--- src/rtl/debo_ndig_scan.sv ---
// Multiplexed NDIG-digit 7-segment scanner with frame-aligned load handshake and anti-ghosting guard.
// Optional macro LZB_EN enables leading-zero blanking.
module debo_ndig_scan #(
    parameter int unsigned NDIG  = 4,
    parameter int unsigned PRESC = 50000,
    parameter int unsigned GUARD = 2
) (
    input  logic              clk,
    input  logic              rst_n,
    input  logic [4*NDIG-1:0] A,
    input  logic [NDIG-1:0]   dp,
    input  logic [NDIG-1:0]   blank,
    input  logic              ld,
    output logic [6:0]        L,
    output logic              H,
    output logic [NDIG-1:0]   dig,
    output logic              frm,
    output logic              pend
);

    localparam int unsigned CW = (PRESC > 1) ? $clog2(PRESC) : 1;
    localparam int unsigned SW = (NDIG > 1) ? $clog2(NDIG) : 1;

    logic [CW-1:0]     r_cnt;
    logic [SW-1:0]     r_slot;
    logic [4*NDIG-1:0] r_act_a,  r_pnd_a;
    logic [NDIG-1:0]   r_act_dp, r_pnd_dp;
    logic [NDIG-1:0]   r_act_bl, r_pnd_bl;
    logic              r_pend;
    logic              r_frm;
    logic [6:0]        r_l;
    logic              r_h;
    logic [NDIG-1:0]   r_dig;

    logic              w_tick;
    logic              w_wrap;
    logic [3:0]        w_nib;
    logic [6:0]        w_seg;
    logic [NDIG-1:0]   w_dark;
    logic [6:0]        w_l_n;
    logic              w_h_n;
    logic [NDIG-1:0]   w_dig_n;

    assign w_tick = (r_cnt == CW'(PRESC - 1));
    assign w_wrap = w_tick && (r_slot == SW'(NDIG - 1));
    assign w_nib  = r_act_a[{r_slot, 2'b00} +: 4];

    // Prescaler and slot sequencer
    always_ff @(posedge clk or negedge rst_n) begin
        if (!rst_n) begin
            r_cnt  <= '0;
            r_slot <= '0;
            r_frm  <= 1'b0;
        end else begin
            r_frm <= w_wrap;
            if (w_tick) begin
                r_cnt  <= '0;
                r_slot <= w_wrap ? '0 : r_slot + SW'(1);
            end else begin
                r_cnt <= r_cnt + CW'(1);
            end
        end
    end

    // Load handshake: active set only changes on the frame wrap, so a frame never mixes values
    always_ff @(posedge clk or negedge rst_n) begin
        if (!rst_n) begin
            r_act_a  <= '0;
            r_act_dp <= '0;
            r_act_bl <= '1;
            r_pnd_a  <= '0;
            r_pnd_dp <= '0;
            r_pnd_bl <= '1;
            r_pend   <= 1'b0;
        end else if (w_wrap) begin
            if (ld) begin
                r_act_a  <= A;
                r_act_dp <= dp;
                r_act_bl <= blank;
            end else if (r_pend) begin
                r_act_a  <= r_pnd_a;
                r_act_dp <= r_pnd_dp;
                r_act_bl <= r_pnd_bl;
            end
            r_pend <= 1'b0;
        end else if (ld) begin
            r_pnd_a  <= A;
            r_pnd_dp <= dp;
            r_pnd_bl <= blank;
            r_pend   <= 1'b1;
        end
    end

    // Hex to active-low gfedcba
    always_comb begin
        w_seg = 7'h7F;
        case (w_nib)
            4'h0: w_seg = 7'h40;
            4'h1: w_seg = 7'h79;
            4'h2: w_seg = 7'h24;
            4'h3: w_seg = 7'h30;
            4'h4: w_seg = 7'h19;
            4'h5: w_seg = 7'h12;
            4'h6: w_seg = 7'h02;
            4'h7: w_seg = 7'h78;
            4'h8: w_seg = 7'h00;
            4'h9: w_seg = 7'h10;
            4'hA: w_seg = 7'h08;
            4'hB: w_seg = 7'h03;
            4'hC: w_seg = 7'h46;
            4'hD: w_seg = 7'h21;
            4'hE: w_seg = 7'h06;
            4'hF: w_seg = 7'h0E;
            default: w_seg = 7'h7F;
        endcase
    end

`ifdef LZB_EN
    logic w_lead;

    // Leading zeros (no dp) go dark from the top digit down; digit 0 always shows
    always_comb begin
        w_dark = r_act_bl;
        w_lead = 1'b1;
        for (int i = NDIG - 1; i >= 1; i--) begin
            if (w_lead && (r_act_a[4*i +: 4] == 4'h0) && !r_act_dp[i]) begin
                w_dark[i] = 1'b1;
            end else begin
                w_lead = 1'b0;
            end
        end
    end
`else
    always_comb begin
        w_dark = r_act_bl;
    end
`endif

    // Next output values; strobes stay off during the guard cycles of each slot
    always_comb begin
        w_dig_n = '1;
        w_l_n   = 7'h7F;
        w_h_n   = 1'b1;
        if ((r_cnt >= CW'(GUARD)) && !w_dark[r_slot]) begin
            w_dig_n = ~(NDIG'(1) << r_slot);
            w_l_n   = w_seg;
            w_h_n   = ~r_act_dp[r_slot];
        end
    end

    always_ff @(posedge clk or negedge rst_n) begin
        if (!rst_n) begin
            r_dig <= '1;
            r_l   <= 7'h7F;
            r_h   <= 1'b1;
        end else begin
            r_dig <= w_dig_n;
            r_l   <= w_l_n;
            r_h   <= w_h_n;
        end
    end

    assign L    = r_l;
    assign H    = r_h;
    assign dig  = r_dig;
    assign frm  = r_frm;
    assign pend = r_pend;

endmodule

--- config.mk ---
export PLATFORM = sky130hd
export DESIGN_NAME = debo_ndig_scan
export DESIGN_NICKNAME = d
export VERILOG_FILES = /design/src/rtl/debo_ndig_scan.sv
export SDC_FILE = /design/constraint.sdc
export NUM_CORES = 1
export LEC_CHECK = 0
export BUFFER_PORTS_ARGS = -buffer_cell sky130_fd_sc_hd__clkbuf_2
export CAP_MARGIN = 20
export CORE_UTILIZATION = 59
export CTS_CLUSTER_DIAMETER = 150
export CTS_CLUSTER_SIZE = 28
export DETAILED_ROUTE_END_ITERATION = 8
export GPL_ROUTABILITY_DRIVEN = 0
export GPL_TIMING_DRIVEN = 0
export PLACE_DENSITY_LB_ADDON = 0.1
export SYNTH_ARGS = -nofsm -noshare
export SYNTH_HDL_FRONTEND = slang
export SYNTH_SLANG_ARGS = --single-unit
--- constraint.sdc ---
create_clock -name clk -period 2.5 [get_ports clk]
set_input_delay 0.125 -clock clk [delete_from_list [all_inputs] [get_ports clk]]
set_output_delay 0.125 -clock clk [all_outputs]
set_load 0.05 [all_outputs]
==> metrics.md, run 1 <==
| Metric | Value |
|---|---|
| GR Overflow Total | 0 |
| Setup TNS | 0 ns |
| Slew Limit Headroom | 61.5% |
| Post-Synth XOR/XNOR Area | 3.78% |
| Crit path arrival time | 2.48 ns |
| Fraction of layout cells with a size suffix above 1 | 24.6% |
| Yosys reg bits | 80 |
| DP HPWL | 5730 µm |
| Die area | 0.00700 mm² |
| CTS Buf Count | 9 |
| HP Class | input pin to register |
| Final setup fails | 0 |
| Mux cell area share after synthesis | 11.2% |
| Worst clock skew | 0.0132 ns |
| CTS clock-pin slew for the worst setup and hold paths | 0.08 ns |
| CP max stage delay | 0.56 ns |
| Routed wire length | 8300 µm |
| Hold violation count in the final report | 0 |
| Avg Cell Area, Syn | 11.2 µm² |
| Tmin final | 2.25 ns |
| Startpoint types | register |
| Die W | 83.7 µm |
| Final core utilization | 70.9% |
| Final std cells w/o fill | 487 |
| Worst-skew pair later-pin latency | 0.34 ns |
| Site row count | 29 |
| Critical-path maximum fanout | 10 |
| Starting Density | 61.6% |
| Syn nets | 391 |
| Leakage power | 0.00193 µW |
| Io pins | 41 |
| Post-Synth Adder-Cell Area | 3.82% |
| Vias per cell | 6.03 |
| Die Height | 83.7 µm |
| Max frequency | 445 MHz |
| Max clock buf depth | 2 |
| CTS tree | built |
| Global-route wire length before repair | 14300 µm |
| Detailed Routing Iterations Pass 1 | 5 |
| DRC viols | 0 |
| Post-synthesis compound-gate area fraction | 7.95% |
| Post-CTS Setup Bufs | 0 |
| Crit path buffers/inverters | 1 |
| Dpl cell area | 0.00426 mm² |
| Seq/Total Area, Yosys | 51.5% |
| Number of global-route vias before repair | 2910 |
| Most common cell after layout, fill and taps aside | dfrtp_1 |
| Core Area | 0.00639 mm² |
| Crit share post-route | 89.9% |
| Final Max Slew Viols | 0 |
| Status | finished, final reports clean |
| Port Buffers | 39 |
| Largest net degree at the start of global routing | 46 |
| Critical path type | register to register |
| Total GRT Usage | 26.1% |
| Required @ worst endpoint | 2.73 ns |
| DR vias | 2936 |
| Final #Nets | 444 |
| Unrepaired setup endpoints after global routing | no |
| Crit path capture type | register |
| Post-Synth Simple-Gate Area | 17.6% |
| H-tree depth | 3 |
| Root buffer cell | clkbuf_8 |
| PD cells | 583 mW/mm² |
| Most frequent cells in the layout | dfrtp_1, nand3_1, nand2_1 |
| Synthesized cell area | 0.00394 mm² |
| Design area | 0.00453 mm² |
| Placed instance count | 469 |
| Avg WL per Cell | 17.0 µm |
| # clock sinks | 80 |
| Largest family of logic cells by synthesized area | simple AND/OR/NAND/NOR gates |
| Post-DRT Antenna Nets | 0 |
| Cell count after synthesis | 352 |
| DRT iter0 DRCs | 195 |
| Max Cap Viol | 0 |
| YS warnings | 0 |
| Initial antenna violation count | 0 |
| Netlist cell types | 36 |
| Worst IR drop on VDD | 0.435 mV |
| CP top delay family | simple AND/OR/NAND/NOR gates |
| Critical-path cell list | or4_4, nor4_4, nand3_4, nand2_4, buf_6, mux2_1 |
| Antenna diode count | 0 |
| Area grow syn2layout | 15.0% |
| Actual slew at the worst max-slew pin | 0.578 ns |
| Crit-path slowest cell | or4_4 |
| Filler cells | 501 |
through the flow:
stage / hold slack [ns] / setup slack [ns] / total power [µW]
floorplan: -0.171 / 0.466 / 1430
global placement: 0.355 / 0.271 / 1490
detailed placement: 0.148 / 0.258 / 1510
CTS: 0.000186 / 0.221 / 2660
global route: 0.00342 / 0.110 / 2720
finish: 0.00679 / 0.252 / 2640
worst paths after layout:
path	from	endpoint	slack, ns	cells past startpoint
setup / recovery	r_cnt[10]$_DFF_PN0_	r_pnd_dp[2]$_DFFE_PN0P_	0.25	6
hold / removal	A[1]	r_pnd_a[1]$_DFFE_PN0P_	0.007	2
setup reg to reg	r_cnt[10]$_DFF_PN0_	r_pnd_dp[2]$_DFFE_PN0P_	0.25	6
hold reg to reg	r_act_bl[0]$_DFFE_PN1P_	r_act_bl[0]$_DFFE_PN1P_	0.49	2
max in group asynchronous	rst_n	r_act_bl[3]$_DFFE_PN1P_	1.55	3
min in group asynchronous	rst_n	r_act_dp[1]$_DFFE_PN0P_	0.30	2
cells by family (layout without fill, tap and decap cells):
kind of cell    count (synthesis)  in the layout
buf+inv                        30             88
simple gates                  141            141
xor+xnor                       17             17
fa+ha+maj                      12             12
mux                            32             32
flops                          80             80
compound gates                 40             40
cells in the mapped netlist, drive strengths merged:
cell type,count,area share (%)
a21oi,1,0.13
a31oi,1,0.16
a32oi,24,5.3
and2,3,0.48
and3,5,0.79
buf,9,2.2
clkbuf,15,1.4
dfrtp,60,38
dfstp,20,13
ha,12,3.8
inv,6,0.57
mux2,25,7.2
mux4,7,4.0
nand2,44,4.4
nand2b,1,0.16
nand3,58,7.7
nand4,2,0.32
nor2,18,1.7
nor2b,1,0.16
nor3,4,0.51
nor3b,2,0.38
nor4,1,0.54
o211ai,4,0.76
o21a,2,0.38
o21ai,6,0.76
o221ai,1,0.22
o31ai,1,0.19
or4,2,0.48
xnor2,8,1.8
xor2,9,2.0
cell type report:
cell class,count,area (µm²),share of cell area [%]
Multi-Input combinational cell,242,1750,38.6
Clock buffer,11,141,3.12
Timing Repair Buffer,42,245,5.42
Buffer,24,141,3.12
Inverter,6,22.5,0.498
Clock inverter,5,104,2.29
Sequential cell,80,2030,44.8
Tap cell,77,96.3,2.13
registers in the layout, indices dropped and copies added (netlist names):
| register | count |
|---|---|
| dig | 4 |
| r_pnd_a | 16 |
| H | 1 |
| r_pnd_dp | 4 |
| pend | 1 |
| L | 7 |
| r_act_dp | 4 |
| r_slot | 2 |
| frm | 1 |
| r_pnd_bl | 4 |
| r_act_a | 16 |
| r_cnt | 16 |
| r_act_bl | 4 |
routing by layer:
layer | global-route usage [%] | wire (µm)
met5 | 0 | 0
met4 | 8.47 | 148
met3 | 4.65 | 406
met2 | 40.2 | 3840
met1 | 37.8 | 3910
power breakdown:
| group | internal, µW | switching, µW | total, µW |
|---|---|---|---|
| Combinational | 53.6 | 69.5 | 123 |
| Clock | 692 | 464 | 1160 |
| Sequential | 1340 | 20.7 | 1360 |
| Total | 2080 | 554 | 2640 |
timing repair:
item / 4_1_cts / 5_1_grt
hold endpoints to repair: 18 / 0
endpoints found under the setup margin: 0 / 2
gates resized for setup: 0 / 1
hold buffers: 2 / 0
Note: power is estimated with default switching activity, not from simulation.
==> inputs of run 2 (changes only) <==
--- a/config.mk
+++ b/config.mk
@@ -7,7 +7,7 @@
 export LEC_CHECK = 0
 export BUFFER_PORTS_ARGS = -buffer_cell sky130_fd_sc_hd__clkbuf_2
 export CAP_MARGIN = 20
-export CORE_UTILIZATION = 59
+export CORE_UTILIZATION = 46
 export CTS_CLUSTER_DIAMETER = 150
 export CTS_CLUSTER_SIZE = 28
 export DETAILED_ROUTE_END_ITERATION = 8
==> run 2 against run 1 <==
Against the previous run: maximum frequency shrank 1.1%; clock skew shrank 0.0025 ns; clock power shrank 10%; design area grew 1.8%; sequential power is essentially flat; setup slack lost 0.024 ns; sequential cell count is the same; via count shrank 0.85%; final cell count grew 7.4%; wire length grew 6.8%; critical endpoint is now r_pnd_a[0]$_DFFE_PN0P_.
==> metrics.md, run 2 (synthesis gave the netlist of run 1 again) <==
| Metric | Value |
|---|---|
| Status | finished, final reports clean |
| Critical-path cell list | or4_4, nor4_4, nand3_4, nand2_4, buf_6, mux2_1 |
| # clock sinks | 80 |
| Vias per cell | 5.57 |
| Crit path capture type | register |
| Detailed Routing Iterations Pass 1 | 4 |
| Root buffer cell | clkbuf_8 |
| Io pins | 41 |
| Post-CTS Setup Bufs | 0 |
| Final #Nets | 452 |
| Critical-path maximum fanout | 10 |
| Total GRT Usage | 21.8% |
| Die W | 94.5 µm |
| Max frequency | 440 MHz |
| Final std cells w/o fill | 523 |
| Unrepaired setup endpoints after global routing | no |
| HP Class | input pin to register |
| Global-route wire length before repair | 14500 µm |
| Setup TNS | 0 ns |
| Total Power | 2530 µW |
| Crit share post-route | 90.9% |
| Tmin final | 2.27 ns |
| Slew Limit Headroom | 61.3% |
| Die Height | 94.5 µm |
| Core Area | 0.00826 mm² |
| Final Max Slew Viols | 0 |
| Number of global-route vias before repair | 2851 |
| Largest regs | r_act_a (16), r_cnt (16), r_pnd_a (16) |
| Most common cell after layout, fill and taps aside | dfrtp_1 |
| Avg WL per Cell | 17.0 µm |
| Port Buffers | 39 |
| Actual slew at the worst max-slew pin | 0.581 ns |
| Fraction of layout cells with a size suffix above 1 | 23.9% |
| Leakage power | 0.00195 µW |
| Worst IR drop on VDD | 0.253 mV |
| Worst hold slack | 0.00908 ns |
| CP max stage delay | 0.56 ns |
| Max Cap Viol | 0 |
| Worst-skew pair later-pin latency | 0.35 ns |
| Required @ worst endpoint | 2.73 ns |
| CTS clock-pin slew for the worst setup and hold paths | 0.09 ns |
| Antenna diode count | 0 |
| CTS tree | built |
| Critical path type | register to register |
| Largest net degree at the start of global routing | 44 |
| Placed instance count | 497 |
| Crit-path slowest cell | or4_4 |
| Final setup fails | 0 |
| Area grow syn2layout | 17.1% |
| DR vias | 2911 |
| Most frequent cells in the layout | dfrtp_1, nand3_1, nand2_1 |
| Startpoint types | register |
| PD cells | 550 mW/mm² |
| DRC viols | 0 |
| Die area | 0.00893 mm² |
| Crit path arrival time | 2.51 ns |
| DP HPWL | 5950 µm |
| Site row count | 33 |
| CTS Buf Count | 9 |
| Post-DRT Antenna Nets | 0 |
| Initial antenna violation count | 0 |
| Hold violation count in the final report | 0 |
| Worst clock skew | 0.0107 ns |
| GR Overflow Total | 0 |
| DRT iter0 DRCs | 124 |
| Starting Density | 47.7% |
| Routed wire length | 8870 µm |
| Max clock buf depth | 2 |
| H-tree depth | 3 |
## run 2: final timing paths
kind	startpoint	to	slack, ns	cells after the start
max in group asynchronous	rst_n	r_pnd_bl[3]$_DFFE_PN1P_	1.55	3
min in group asynchronous	rst_n	r_pnd_dp[2]$_DFFE_PN0P_	0.31	2
min reg2reg	r_act_bl[0]$_DFFE_PN1P_	r_act_bl[0]$_DFFE_PN1P_	0.49	2
min	A[2]	r_pnd_a[2]$_DFFE_PN0P_	0.009	2
max	r_cnt[10]$_DFF_PN0_	r_pnd_a[0]$_DFFE_PN0P_	0.23	6
max reg2reg	r_cnt[10]$_DFF_PN0_	r_pnd_a[0]$_DFFE_PN0P_	0.23	6
## run 2: critical path, delay by kind of cell (launching register included)
family	cells	cell delay (ns)
buf+inv	1	0.18
flops	1	0.42
mux	1	0.35
simple gates	4	1.21
## run 2: what timing repair did
item	CTS	global route
gates resized for setup	0	1
endpoints found under the setup margin	0	4
endpoints found under the hold margin	27	0
hold buffers	10	0
## run 2: layout make-up
cell class,count,area (µm²)
clock inverters,5,81.3
clock buffers,11,131
repair buffers,50,325
multi-input cells,242,1750
well taps,105,131
flip-flops and latches,80,2030
inverters,6,22.5
fillers,742,3650
plain buffers,24,141
## run 2: layer usage
| metal | share of wire (%) | wire [µm] | GRT usage (%) | vias up |
|---|---|---|---|---|
| li1 | - | - | - | 1398 |
| met2 | 47 | 4170 | 34.5 | 64 |
| met4 | 1.3 | 112 | 8.96 | 0 |
| met3 | 4.1 | 361 | 3.22 | 9 |
| met5 | 0 | 0 | 0 | - |
| met1 | 48 | 4220 | 29.9 | 1440 |
## run 2: where the power goes
| part | internal [µW] | switching (µW) |
|---|---|---|
| Combinational | 61.8 | 74.3 |
| Clock | 564 | 475 |
| Sequential | 1340 | 19.7 |
## run 2: through the flow
step | cell area [µm²] | setup slack (ns) | util, %
after CTS | 4600 | 0.214 | 55.8
after global placement | 4260 | 0.247 | 51.6
after global routing | 4610 | 0.131 | 55.8
final | 4610 | 0.228 | 55.8
after detailed placement | 4290 | 0.224 | 52.0
after floorplan | 3940 | 0.466 | -
